<file path="config.mk">
export PLATFORM = sky130hd
export DESIGN_NAME = wgt_row_fetcher
export DESIGN_NICKNAME = d
export VERILOG_FILES = /design/src/rtl/gat_pkg.sv /design/src/rtl/wgt_row_fifo.sv /design/src/rtl/wgt_row_fetcher.sv
export SDC_FILE = /design/constraint.sdc
export NUM_CORES = 1
export LEC_CHECK = 0
export ABC_AREA = 1
export BUFFER_PORTS_ARGS = -buffer_cell sky130_fd_sc_hd__buf_2
export CAP_MARGIN = 15
export CORE_UTILIZATION = 50
export DETAILED_ROUTE_END_ITERATION = 6
export PLACE_DENSITY = 0.74
export SLEW_MARGIN = 20
export SYNTH_ARGS = -nofsm -noshare
export SYNTH_HDL_FRONTEND = slang
export SYNTH_SLANG_ARGS = --single-unit
</file>
<file path="constraint.sdc">
create_clock -name clk -period 7.13 [get_ports clk]
set_input_delay 0.3565 -clock clk [delete_from_list [all_inputs] [get_ports clk]]
set_output_delay 0.3565 -clock clk [all_outputs]
set_load 0.03 [all_outputs]
</file>
<file path="src/rtl/gat_pkg.sv">
// +--------------------------------------------------------------------+
// | Module : gat_pkg                                                   |
// | Brief  : Shared GAT constants, weight-address width rule and the   |
// |          weight-row fetcher state encoding.                        |
// | Rev    : 1.0  initial release                                      |
// +--------------------------------------------------------------------+
`default_nettype none

package gat_pkg;

  // Default element width and W matrix geometry
  localparam int GAT_DATA_WIDTH      = 8;
  localparam int GAT_NUM_FEATURE_IN  = 1433;
  localparam int GAT_NUM_FEATURE_OUT = 16;

  // Fetcher control states: wait for W to load, then serve forever
  typedef enum logic [0:0] {
    WAIT_W = 1'b0,
    RUN    = 1'b1
  } fetch_state_e;

  // Column-BRAM address width: the BRAMs are sized for ten W-sized banks
  function automatic int mult_weight_addr_w(input int num_feature_in);
    return $clog2(num_feature_in * 10);
  endfunction

endpackage

`default_nettype wire

</file>
<file path="src/rtl/wgt_row_fifo.sv">
// +--------------------------------------------------------------------+
// | Module : wgt_row_fifo                                              |
// | Brief  : Small synchronous FIFO holding fetched weight rows; head  |
// |          data reads as zero while empty.                           |
// | Rev    : 1.0  initial release                                      |
// +--------------------------------------------------------------------+
`default_nettype none

module wgt_row_fifo #(
  parameter int WIDTH = 8,
  parameter int DEPTH = 4
) (
  input  logic                       clk,
  input  logic                       rst_n,
  input  logic                       push,
  input  logic [WIDTH-1:0]           push_data,
  input  logic                       pop,
  output logic [WIDTH-1:0]           pop_data,
  output logic                       empty,
  output logic [$clog2(DEPTH+1)-1:0] count
);

  localparam int CNT_W = $clog2(DEPTH + 1);
  localparam int PTR_W = (DEPTH > 1) ? $clog2(DEPTH) : 1;

  logic [WIDTH-1:0] mem [DEPTH];
  logic [PTR_W-1:0] wr_ptr;
  logic [PTR_W-1:0] rd_ptr;
  logic             do_push;
  logic             do_pop;

  // Pointer wrap that also works for non-power-of-two depths
  function automatic logic [PTR_W-1:0] ptr_inc(input logic [PTR_W-1:0] p);
    return (p == PTR_W'(DEPTH - 1)) ? '0 : p + 1'b1;
  endfunction

  assign empty    = (count == '0);
  assign do_pop   = pop && !empty;
  // A push into a full FIFO is legal when a pop frees the slot this cycle
  assign do_push  = push && ((count != CNT_W'(DEPTH)) || do_pop);
  // Gate the head so stale entries left after a reset never show up
  assign pop_data = empty ? '0 : mem[rd_ptr];

  // Storage write; contents need no reset because the head is gated by empty
  always_ff @(posedge clk) begin
    if (do_push) begin
      mem[wr_ptr] <= push_data;
    end
  end

  // Pointers and occupancy
  always_ff @(posedge clk or negedge rst_n) begin
    if (!rst_n) begin
      wr_ptr <= '0;
      rd_ptr <= '0;
      count  <= '0;
    end else begin
      if (do_push) wr_ptr <= ptr_inc(wr_ptr);
      if (do_pop)  rd_ptr <= ptr_inc(rd_ptr);
      if (do_push && !do_pop) begin
        count <= count + 1'b1;
      end else if (!do_push && do_pop) begin
        count <= count - 1'b1;
      end
    end
  end

endmodule

`default_nettype wire

</file>
<file path="src/rtl/wgt_row_fetcher.sv">
// +--------------------------------------------------------------------+
// | Module : wgt_row_fetcher                                           |
// | Brief  : Turns sparse-H elements into W-row reads across the       |
// |          column BRAMs and returns {row, value, last} in order.     |
// | Config : WGT_FETCH_PERF_CNT_EN adds a 32-bit saturating stall      |
// |          counter output (perf_stall_cnt_o).                        |
// | Rev    : 1.0  initial release                                      |
// +--------------------------------------------------------------------+
`default_nettype none

module wgt_row_fetcher
  import gat_pkg::*;
#(
  parameter int DATA_WIDTH      = GAT_DATA_WIDTH,
  parameter int NUM_FEATURE_IN  = GAT_NUM_FEATURE_IN,
  parameter int NUM_FEATURE_OUT = GAT_NUM_FEATURE_OUT,
  parameter int FIFO_DEPTH      = 4
) (
  input  logic                                                         clk,
  input  logic                                                         rst_n,
  input  logic                                                         w_rdy_i,
  input  logic                                                         req_vld_i,
  output logic                                                         req_rdy_o,
  input  logic [$clog2(NUM_FEATURE_IN)-1:0]                            req_col_idx_i,
  input  logic [DATA_WIDTH-1:0]                                        req_val_i,
  input  logic                                                         req_last_i,
  output logic [NUM_FEATURE_OUT*mult_weight_addr_w(NUM_FEATURE_IN)-1:0] mult_wgt_addrb_flat_o,
  input  logic [NUM_FEATURE_OUT*DATA_WIDTH-1:0]                        mult_wgt_dout_flat_i,
  output logic                                                         rsp_vld_o,
  input  logic                                                         rsp_rdy_i,
  output logic [NUM_FEATURE_OUT*DATA_WIDTH-1:0]                        rsp_wgt_row_o,
  output logic [DATA_WIDTH-1:0]                                        rsp_val_o,
  output logic                                                         rsp_last_o,
  output logic                                                         err_o
`ifdef WGT_FETCH_PERF_CNT_EN
  ,
  output logic [31:0]                                                  perf_stall_cnt_o
`endif
);

  localparam int          COL_IDX_WIDTH      = $clog2(NUM_FEATURE_IN);
  localparam int          MULT_WEIGHT_ADDR_W = mult_weight_addr_w(NUM_FEATURE_IN);
  localparam int          ROW_W              = NUM_FEATURE_OUT * DATA_WIDTH;
  localparam int          FIFO_W             = ROW_W + DATA_WIDTH + 1;
  localparam int          CNT_W              = $clog2(FIFO_DEPTH + 1);
  localparam int          SUM_W              = CNT_W + 1;
  localparam logic [31:0] NFI_U              = 32'(NUM_FEATURE_IN);

  fetch_state_e                  state;
  logic                          accept;
  logic                          idx_oor;
  logic [MULT_WEIGHT_ADDR_W-1:0] addr_d;
  logic [MULT_WEIGHT_ADDR_W-1:0] addr_q;

  logic                          s1_vld;
  logic [DATA_WIDTH-1:0]         s1_val;
  logic                          s1_last;
  logic                          s1_oor;

  logic [ROW_W-1:0]              push_row;
  logic [FIFO_W-1:0]             push_data;
  logic [FIFO_W-1:0]             fifo_head;
  logic                          fifo_empty;
  logic [CNT_W-1:0]              fifo_count;

  // Admit a request only if a FIFO slot is guaranteed for it and for the
  // element already in the BRAM stage; depends on registers only.
  assign req_rdy_o = (state == RUN) &&
                     (({1'b0, fifo_count} + SUM_W'(s1_vld)) <= SUM_W'(FIFO_DEPTH - 1));
  assign accept    = req_vld_i && req_rdy_o;
  assign idx_oor   = (32'(req_col_idx_i) >= NFI_U);

  // Out-of-range rows read address 0; the row is zeroed on the way out
  assign addr_d = !accept ? addr_q :
                  idx_oor ? '0     :
                  {{(MULT_WEIGHT_ADDR_W - COL_IDX_WIDTH){1'b0}}, req_col_idx_i};

  // Every column BRAM reads the same row
  for (genvar c = 0; c < NUM_FEATURE_OUT; c++) begin : g_addr_rep
    assign mult_wgt_addrb_flat_o[c*MULT_WEIGHT_ADDR_W +: MULT_WEIGHT_ADDR_W] = addr_d;
  end

  // Control FSM: hold off until W is loaded, then run until reset
  always_ff @(posedge clk or negedge rst_n) begin
    if (!rst_n) begin
      state <= WAIT_W;
    end else begin
      case (state)
        WAIT_W:  if (w_rdy_i) state <= RUN;
        RUN:     state <= RUN;
        default: state <= WAIT_W;
      endcase
    end
  end

  // Held read address and sticky out-of-range flag
  always_ff @(posedge clk or negedge rst_n) begin
    if (!rst_n) begin
      addr_q <= '0;
      err_o  <= 1'b0;
    end else begin
      addr_q <= addr_d;
      if (accept && idx_oor) err_o <= 1'b1;
    end
  end

  // Side-band stage that travels alongside the 1-cycle BRAM read
  always_ff @(posedge clk or negedge rst_n) begin
    if (!rst_n) begin
      s1_vld  <= 1'b0;
      s1_val  <= '0;
      s1_last <= 1'b0;
      s1_oor  <= 1'b0;
    end else begin
      s1_vld <= accept;
      if (accept) begin
        s1_val  <= req_val_i;
        s1_last <= req_last_i;
        s1_oor  <= idx_oor;
      end
    end
  end

  assign push_row  = s1_oor ? '0 : mult_wgt_dout_flat_i;
  assign push_data = {push_row, s1_val, s1_last};

  wgt_row_fifo #(
    .WIDTH (FIFO_W),
    .DEPTH (FIFO_DEPTH)
  ) u_rsp_fifo (
    .clk       (clk),
    .rst_n     (rst_n),
    .push      (s1_vld),
    .push_data (push_data),
    .pop       (rsp_rdy_i),
    .pop_data  (fifo_head),
    .empty     (fifo_empty),
    .count     (fifo_count)
  );

  assign rsp_vld_o = !fifo_empty;
  assign {rsp_wgt_row_o, rsp_val_o, rsp_last_o} = fifo_head;

`ifdef WGT_FETCH_PERF_CNT_EN
  logic [31:0] stall_cnt;
  assign perf_stall_cnt_o = stall_cnt;

  // Count RUN cycles where an offered element was refused, saturating
  always_ff @(posedge clk or negedge rst_n) begin
    if (!rst_n) begin
      stall_cnt <= '0;
    end else if ((state == RUN) && req_vld_i && !req_rdy_o && (stall_cnt != '1)) begin
      stall_cnt <= stall_cnt + 32'd1;
    end
  end
`endif

endmodule

`default_nettype wire
</file>
==> impl_metrics.csv, run 1 <==
group,metric,value,unit
drt,routed_wl,59700,um
worst_hold_path,hold_class,"in2reg",
critical_path,cp-startpoint,"u_rsp_fifo.rd_ptr[0]",
drt,drt_iter0_drc,1306,
logic_synthesis,synthArstFlopShare,5.84,%
critical_path,crit_slowest_cell,"dfrtp_4",
power,ir_drop,0.619,mV
logic_synthesis,yosys.cell_count.top_type,"nor2_1",
global_route,grt_pass1_vias,16123,
critical_path,r2r_end,"u_rsp_fifo.mem[0][70]",
timing,finalSetupTns,0,ns
logic_synthesis,synth_nets,2452,
clock_network,cts_sinks,582,
global_route,grt_overflow,0,
floorplanning,core-area,50200,um2
finish,drive_gt1_share,24.0,%
logic_synthesis,syn-cell-area,25400,um2
floorplanning,die_w,228,um
clock_network,cts_buffer_depth,3,
floorplanning,start_util,50.7,%
critical_path,required,6.77,ns
global_route,grt_use_total,22.2,%
clock_network,cts-root-buf,"clkbuf_16",
logic_synthesis,synthTopCellsByCount,"nor2_1, edfxtp_1, buf_4",
clock_network,ctsHoldBuffers,9,
drt,routedWlPerCell,18.2,um
logic_synthesis,syn-instance-count,2292,
global_route,use_met1,25.8,%
power,total_power,14.8,mW
drt,drtPass1Iterations,5,
place,dp.cells,3161,
power,leakage,11.7,nW
timing,fin_crit_sh,59.1,%
logic_synthesis,yosysSeqAreaShare,68.0,%
critical_path,cpPeakStageDelay,0.82,ns
drt,ant_nets,0,
logic_synthesis,synth.area.top_cells,"edfxtp_1, nor2_1, buf_4",
floorplanning,die-area,51800,um2
place,numPortBuffers,516,
timing,drv_slew,0,
clock_network,cts_setup_buffers,0,
critical_path,timing.critical_path.cells,"inv_6 > buf_4 > o21ai_1 > a21oi_1 > buf_2",
clock_network,cts_resized,0,
timing,setup_viol,0,
timing,hold_viol_final,0,
place,pre_cts_ws,3.55,ns
clock_network,numCtsBuffers,57,
critical_path,rrSetupSlack,4.23,ns
finish,nNetsFinal,2717,
timing,finalClockSkew,0.0196,ns
clock_network,cts_tree,"built",
finish,nFillCells,3967,
place,gp_congestion,0.770,
global_route,use_met2,39.6,%
timing,rsz0062_at_grt,"no",
timing,fin_ws,2.92,ns
floorplanning,rows,82,
critical_path,reg2reg_depth,6,
timing,slew_headroom,24.7,%
critical_path,critPathLaunchType,"flop",
timing,fin_crit,4.21,ns
logic_synthesis,synth_seq_cells,582,
clock_network,htreeDepth,2,
run_status,run_status,"finished clean",
clock_network,worstSkewPairLatency,0.60,ns
power,power_density,516,nW/um2
logic_synthesis,ys.flop_type,"edfxtp_1",
global_route,antenna_found_initial,4,
finish,final_cells,3274,
drt,drt_drc_violations_left,0,
timing,worstMarginPinSlew,1.13,ns
global_route,grt_max_degree,117,
critical_path,path_class,"reg2out",
drt,viasPerCell,5.22,
logic_synthesis,ys_types,23,
global_route,grt_first_pass_wirelength,87300,um
run,cap_violations,0,
global_route,met3_usage,4.16,%
floorplanning,die_h,228,um
critical_path,cp-end-kind,"primary output",
clock_network,clkTransAtPathRegs,0.06,ns
global_route,top_usage_layer,"met2",
logic_synthesis,yosys.area.top_type,"edfxtp_1",
critical_path,cp-endpoint,"rsp_wgt_row_o[24]",
place,place_hpwl,33700,um
logic_synthesis,postSynthAreaPerCell,11.1,um2
logic_synthesis,yosysWarnings,0,
logic_synthesis,synth_edf_count,548,
timing,fmax,0.237,GHz
finish,layout-area-overhead-vs-synth,12.7,%
critical_path,worst-endpoint-arrival,3.85,ns
critical_path,crit_path_max_fanout,116,
floorplanning,ios,517,
drt,vias,17078,
critical_path,worstReg2RegStart,"u_rsp_fifo.count[2]",
logic_synthesis,synthDominantCellAreaShare,64.7,%
-- worst min path at each step --
| stage | cells after the start | slack [ns] | end | from |
|---|---|---|---|---|
| after floorplan | 0 | 0.06 | addr_q[0] | rst_n |
| after global placement | 1 | 0.46 | state | state |
| after detailed placement | 1 | 0.46 | state | state |
| after CTS | 3 | 0.0002 | s1_val[4] | req_val_i[4] |
| after global routing | 3 | 0.02 | s1_val[4] | req_val_i[4] |
| final | 3 | 0.02 | s1_val[4] | req_val_i[4] |
-- worst max-delay path: cells and delay by family (launching register included) --
kind | cells | cell delay, ns
flops | 1 | 0.82
buf+inv | 3 | 1.80
compound gates | 2 | 0.53
-- layer usage --
| layer | part of all wire [%] | vias to the layer above |
|---|---|---|
| met5 | 0.042 | - |
| met4 | 4.4 | 4 |
| met3 | 7.5 | 142 |
| met2 | 51 | 801 |
| met1 | 37 | 8141 |
| li1 | - | 7990 |
-- cells by family after synthesis --
kind of cell,after synthesis,share of synthesized area (%)
flops,582,68.0
xor+xnor,2,0.0689
mux,1,0.0443
simple gates,787,11.7
buf+inv,496,11.5
compound gates,417,8.21
fa+ha+maj,7,0.374
-- registers in the layout (all words and copies together), names as in the netlist --
register,cells
state,1
u_rsp_fifo.mem,548
s1_vld,1
s1_last,1
s1_oor,1
s1_val,8
err_o,1
u_rsp_fifo.rd_ptr,2
u_rsp_fifo.count,3
u_rsp_fifo.wr_ptr,2
addr_q,14
-- cells in the final DEF, fill, tap and decap left out, drive strengths merged --
master,n
dfrtp,34
clkinv,23
ha,6
or2,1
mux2,1
dlygate4sd3,9
nand2,69
buf,533
xor2,1
a21oi,140
nor2,700
clkinvlp,3
nand3,17
fa,1
diode,2
o21ai,277
bufinv,7
inv,162
edfxtp,548
clkbuf,67
xnor2,1
-- per-stage QoR --
stage | hold WS [ns] | instance area [um2] | util [%]
3_5_place_dp | 0.463 | 26700 | 53.2
6_report | 0.0219 | 28700 | 57.1
3_3_place_gp | 0.455 | 26700 | 53.2
5_1_grt | 0.0177 | 28700 | 57.1
2_1_floorplan | 0.0609 | 25400 | -
4_1_cts | 0.000245 | 28700 | 57.1
-- where the power goes --
group          switching, mW  internal (mW)
Clock                   1.24           1.74
Combinational           5.19           1.66
Sequential             0.394           4.59
-- area by class of cell --
type	instances	area (um2)	area share (%)
flip-flops and latches	582	17300	60.4
multi-input cells	1214	5220	18.2
repair buffers	542	2820	9.83
clock buffers	67	1490	5.18
well taps	672	841	2.93
inverters	160	611	2.13
clock inverters	35	360	1.26
diodes	2	5.00	0.0175
(Power assumes the default switching activity.)
==> run 2: changes to the inputs <==
==> constraint.sdc (replaced) <==
create_clock -name clk -period 3.35 [get_ports clk]
set_input_delay 0.1675 -clock clk [delete_from_list [all_inputs] [get_ports clk]]
set_output_delay 0.1675 -clock clk [all_outputs]
set_load 0.03 [all_outputs]
==> run 2 against run 1 <==
  * Clock power up 98%
  * Routed wire length is 4.8% higher
  * Critical path type unchanged
  * Critical endpoint is now rsp_wgt_row_o[110]
  * Critical path depth up 1
==> impl_metrics.csv, run 2 (synthesized netlist as in run 1, its figures left out) <==
group,metric,value,unit
run_status,run_status,"finished clean",
power,ir_drop,1.29,mV
timing,fin_ws,0.215,ns
global_route,grt_overflow,0,
global_route,antenna_found_initial,7,
drt,drt_drc_violations_left,0,
critical_path,cpPeakStageDelay,0.74,ns
place,gp_congestion,0.774,
timing,worstMarginPinSlew,0.839,ns
drt,drt_iter0_drc,1480,
clock_network,cts-root-buf,"clkbuf_16",
finish,multi_input_area,5220,um2
finish,largest_reg_flops,548,
drt,vias,17799,
clock_network,clkTransAtPathRegs,0.06,ns
timing,finalClockSkew,0.0158,ns
power,total_power,31.5,mW
run,cap_violations,0,
worst_hold_path,min_from,"req_vld_i",
place,place_hpwl,34000,um
finish,seqCellArea,17300,um2
drt,ant_nets,0,
critical_path,required,3.18,ns
global_route,grt_first_pass_wirelength,91800,um
critical_path,worst-endpoint-arrival,2.97,ns
worst_hold_path,hold_depth,4,
floorplanning,die_h,228,um
drt,routed_wl,62600,um
timing,fin_crit_sh,93.6,%
critical_path,crit_path_max_fanout,72,
floorplanning,start_util,50.7,%
finish,final_common_cell,"nor2_1",
timing,rsz0062_at_grt,"no",
global_route,grt_pass1_vias,16951,
clock_network,numCtsBuffers,57,
timing,setup_viol,0,
drt,drtPass1Iterations,6,
drt,viasPerCell,5.20,
finish,drive_gt1_share,22.8,%
critical_path,worstReg2RegStart,"u_rsp_fifo.count[0]",
floorplanning,die-area,51800,um2
finish,layout-area-overhead-vs-synth,18.3,%
finish,final_util,60.0,%
clock_network,cts_buffer_depth,3,
timing,drv_slew,0,
timing,hold_viol_final,0,
critical_path,rrSetupSlack,1.05,ns
floorplanning,core-area,50200,um2
floorplanning,ios,517,
place,pre_cts_ws,0.823,ns
drt,routedWlPerCell,18.3,um
critical_path,crit_slowest_cell,"dfrtp_4",
critical_path,cp-end-kind,"primary output",
clock_network,cts_tree,"built",
power,leakage,12.3,nW
critical_path,critPathMostFrequentCell,"nor2_1",
worst_hold_path,hold_class,"in2reg",
global_route,grt_max_degree,103,
finish,top_register,"u_rsp_fifo.mem",
critical_path,cp-startpoint,"u_rsp_fifo.rd_ptr[0]",
floorplanning,rows,82,
timing,slew_headroom,44.1,%
finish,nFillCells,3790,
finish,nNetsFinal,2858,
critical_path,reg2reg_depth,8,
critical_path,path_class,"reg2out",
floorplanning,die_w,228,um
critical_path,critPathLaunchType,"flop",
clock_network,cts_resized,0,
timing,holdWs,0.107,ns
clock_network,htreeDepth,2,
timing,fmax,0.319,GHz
clock_network,cts_sinks,582,
place,numPortBuffers,516,
clock_network,worstSkewPairLatency,0.60,ns
global_route,grt_use_total,23.3,%
worst_hold_path,min_delay_worst_endpoint,"s1_val[2]",
power,power_density,1050,nW/um2
critical_path,timing.critical_path.cells,"buf_4 > nor2_1 > nor2_1 > o21ai_0 > a21oi_1 > buf_2",
finish,reg_top3,"u_rsp_fifo.mem x548, addr_q x14, s1_val x8",
timing,fin_crit,3.14,ns
critical_path,r2r_end,"u_rsp_fifo.count[1]",
finish,final_cell_mix,"nor2_1, edfxtp_1, buf_2",
run 2: cell types whose count changed in the layout (fill, tap and decap cells not counted), moves of 4 or more:
cell | before | now
diode_2 | 2 | 8
bufinv_16 | 7 | 1
dlygate4sd3_1 | 9 | 140
buf_12 | 1 | 16
buf_4 | 15 | 11
clkbuf_1 | 9 | 21
run 2: routing by layer:
metal,up-vias,part of all wire [%],track usage [%]
li1,8270,-,-
met1,8562,38,28.0
met2,829,52,41.2
met3,138,7.2,3.98
met4,0,3.6,10.3
met5,-,0,0
run 2: layout make-up:
type / instances / share of cell area [%]
Sequential cell: 582 / 57.5
Multi-Input combinational cell: 1214 / 17.4
Timing Repair Buffer: 683 / 14.6
Clock buffer: 80 / 5.13
Tap cell: 672 / 2.79
Inverter: 160 / 2.03
Clock inverter: 26 / 0.511
Antenna cell: 8 / 0.0665
run 2: stage by stage:
stage	area [um2]	setup TNS, ns	std cells
after global placement	27000	0	3171
final	30100	0	3425
after detailed placement	27000	0	3171
after floorplan	25400	-737.61	2292
after CTS	30100	0	3417
after global routing	30100	0	3424
run 2: worst max-delay path by stage:
| stage | to | slack [ns] |
|---|---|---|
| floorplan | u_rsp_fifo.mem[0][0] | -1.35 |
| global placement | rsp_wgt_row_o[110] | 0.93 |
| detailed placement | rsp_wgt_row_o[110] | 0.82 |
| CTS | rsp_wgt_row_o[110] | 0.17 |
| global route | rsp_wgt_row_o[110] | 0.09 |
| finish | rsp_wgt_row_o[110] | 0.21 |
run 2: what timing repair did:
item | 4_1_cts | 5_1_grt
endpoints found under the setup margin | 0 | 0
setup buffers | 0 | 0
hold buffers | 140 | 0
hold endpoints to repair | 558 | 0
run 2: where the power goes:
group          internal, mW  switching, mW
Combinational          3.85           11.5
Sequential             9.75          0.581
Clock                  3.28           2.60
run 2: critical path, delay by kind of cell (launching register included):
family,cells,cell delay (ns)
DFF,1,0.74
and+or+nand+nor,2,0.25
AOI/OAI and AO/OA,2,0.35
buffers and inverters,2,0.98
==> run 3: changes to the inputs <==
--- a/config.mk
+++ b/config.mk
@@ -8,8 +8,11 @@
 export ABC_AREA = 1
 export BUFFER_PORTS_ARGS = -buffer_cell sky130_fd_sc_hd__buf_2
 export CAP_MARGIN = 15
+export CORE_ASPECT_RATIO = 1.1
 export CORE_UTILIZATION = 50
+export CTS_BUF_LIST = sky130_fd_sc_hd__clkbuf_16
 export DETAILED_ROUTE_END_ITERATION = 6
+export MAX_ROUTING_LAYER = met4
 export PLACE_DENSITY = 0.74
 export SLEW_MARGIN = 20
 export SYNTH_ARGS = -nofsm -noshare
==> run 3 against run 2 <==
  * Die area barely moved
  * Sequential power barely moved
  * Hold slack improved by 0.16 ns
  * Worst setup slack improved by 0.37 ns
  * Final cell count fell by 0.38%
  * Core utilization rose by 0.47 points
  * Register-to-register slack improved by 0.07 ns
  * Critical path type unchanged
  * Cell area rose by 0.73%
  * Routed wire length rose by 1.9%
==> impl_metrics.csv, run 3 (synthesized netlist as in run 1, its figures left out) <==
group,metric,value,unit
global_route,grt_use_total,24.6,%
finish,nFillCells,3754,
place,placed_area,27100,um2
drt,drt_drc_violations_left,0,
worst_hold_path,hold_class,"in2reg",
drt,ant_nets,0,
global_route,grt_pass1_vias,17546,
critical_path,critPathLaunchType,"flop",
finish,drive_gt1_share,23.6,%
timing,rsz0062_at_grt,"no",
timing,fin_crit_sh,82.7,%
timing,holdWs,0.262,ns
place,pre_cts_ws,1.14,ns
timing,hold_viol_final,0,
place,place_hpwl,36200,um
drt,routedWlPerCell,18.7,um
power,power_density,1050,nW/um2
clock_network,cts-root-buf,"clkbuf_16",
finish,layout-area-overhead-vs-synth,19.2,%
clock_network,cts_tree,"built",
clock_network,worstSkewPairLatency,0.60,ns
clock_network,cts_sinks,582,
critical_path,reg2reg_depth,8,
floorplanning,ios,517,
clock_network,cts_resized,0,
timing,drv_slew,0,
finish,final_common_cell,"nor2_1",
floorplanning,rows,86,
floorplanning,core-area,50100,um2
global_route,grt_max_degree,148,
place,dp.cells,3169,
critical_path,rrSetupSlack,1.12,ns
critical_path,required,3.18,ns
critical_path,cp-startpoint,"u_rsp_fifo.rd_ptr[0]",
critical_path,worstReg2RegStart,"u_rsp_fifo.count[1]",
clock_network,clkTransAtPathRegs,0.07,ns
power,total_power,32.0,mW
timing,slew_headroom,40.6,%
critical_path,worst-endpoint-arrival,2.60,ns
timing,fin_crit,2.77,ns
finish,seqCellArea,17300,um2
critical_path,cp-end-kind,"primary output",
drt,viasPerCell,5.28,
drt,drtPass1Iterations,5,
critical_path,cp-endpoint,"rsp_wgt_row_o[126]",
global_route,antenna_found_initial,1,
drt,drt_iter0_drc,1536,
drt,vias,18007,
global_route,grt_overflow,0,
finish,reg_top3,"u_rsp_fifo.mem x548, addr_q x14, s1_val x8",
place,gp_congestion,0.798,
run,cap_violations,0,
timing,worstMarginPinSlew,0.890,ns
drt,routed_wl,63800,um
floorplanning,die_h,239,um
power,ir_drop,1.44,mV
critical_path,crit_path_max_fanout,147,
finish,final_cells,3412,
finish,stdcell_area,30300,um2
timing,setup_viol,0,
clock_network,numCtsBuffers,55,
power,leakage,12.4,nW
timing,fmax,0.361,GHz
finish,final_cell_mix,"nor2_1, edfxtp_1, buf_2",
finish,largest_reg_flops,548,
clock_network,cts_buffer_depth,3,
timing,finalClockSkew,0.0177,ns
floorplanning,die-area,51800,um2
place,numPortBuffers,516,
global_route,grt_first_pass_wirelength,94100,um
timing,finalSetupTns,0,ns
finish,nNetsFinal,2866,
run_status,run_status,"finished clean",
clock_network,htreeDepth,2,
floorplanning,start_util,50.7,%
finish,multi_input_area,5220,um2
critical_path,path_class,"reg2out",
finish,final_util,60.5,%
finish,top_register,"u_rsp_fifo.mem",
clock_network,cts_setup_buffers,0,
critical_path,r2r_end,"u_rsp_fifo.count[1]",
timing,fin_ws,0.580,ns
floorplanning,die_w,217,um
[run 3: layout make-up]
type / count / share of cell area (%)
sequential: 582 / 57.1
multi-input combinational: 1214 / 17.2
timing repair buffer: 693 / 14.9
clock buffer: 57 / 4.70
tap: 660 / 2.72
inverter: 160 / 2.01
clock inverter: 45 / 1.32
antenna: 1 / 0.00825
[run 3: per-layer routing]
layer | GRT usage, % | up-vias | routed length [um]
met5 | - | - | 0
met4 | 12.4 | 0 | 2970
met3 | 3.65 | 170 | 4420
met2 | 43.9 | 844 | 33900
met1 | 26.4 | 8712 | 22400
li1 | - | 8281 | -
[run 3: power breakdown]
part	total, mW	internal, mW	switching (mW)
clock	6.23	3.61	2.62
combinational	15.5	3.90	11.6
sequential	10.2	9.75	0.482
total	32.0	17.3	14.7
[run 3: timing repair]
item,4_1_cts,5_1_grt
hold buffers,140,0
hold endpoints to repair,558,0
endpoints found under the setup margin,0,0
[run 3: worst max-delay path, stage by stage, from the launching register on]
cell	delay (ns)
dfrtp_4	0.48
buf_12	0.45
nor2_1	0.10
nor2_1	0.10
o21ai_0	0.10
a21oi_1	0.31
buf_2	0.27
[run 3: worst min path at each step]
stage | from | end | slack (ns) | cells past startpoint
floorplan | rst_n | addr_q[0] | -0.13 | 0
global placement | rst_n | state | 0.32 | 1
detailed placement | rst_n | state | 0.34 | 1
CTS | rst_n | err_o | 0.24 | 2
global route | rst_n | addr_q[2] | 0.31 | 2
finish | req_col_idx_i[10] | err_o | 0.26 | 7
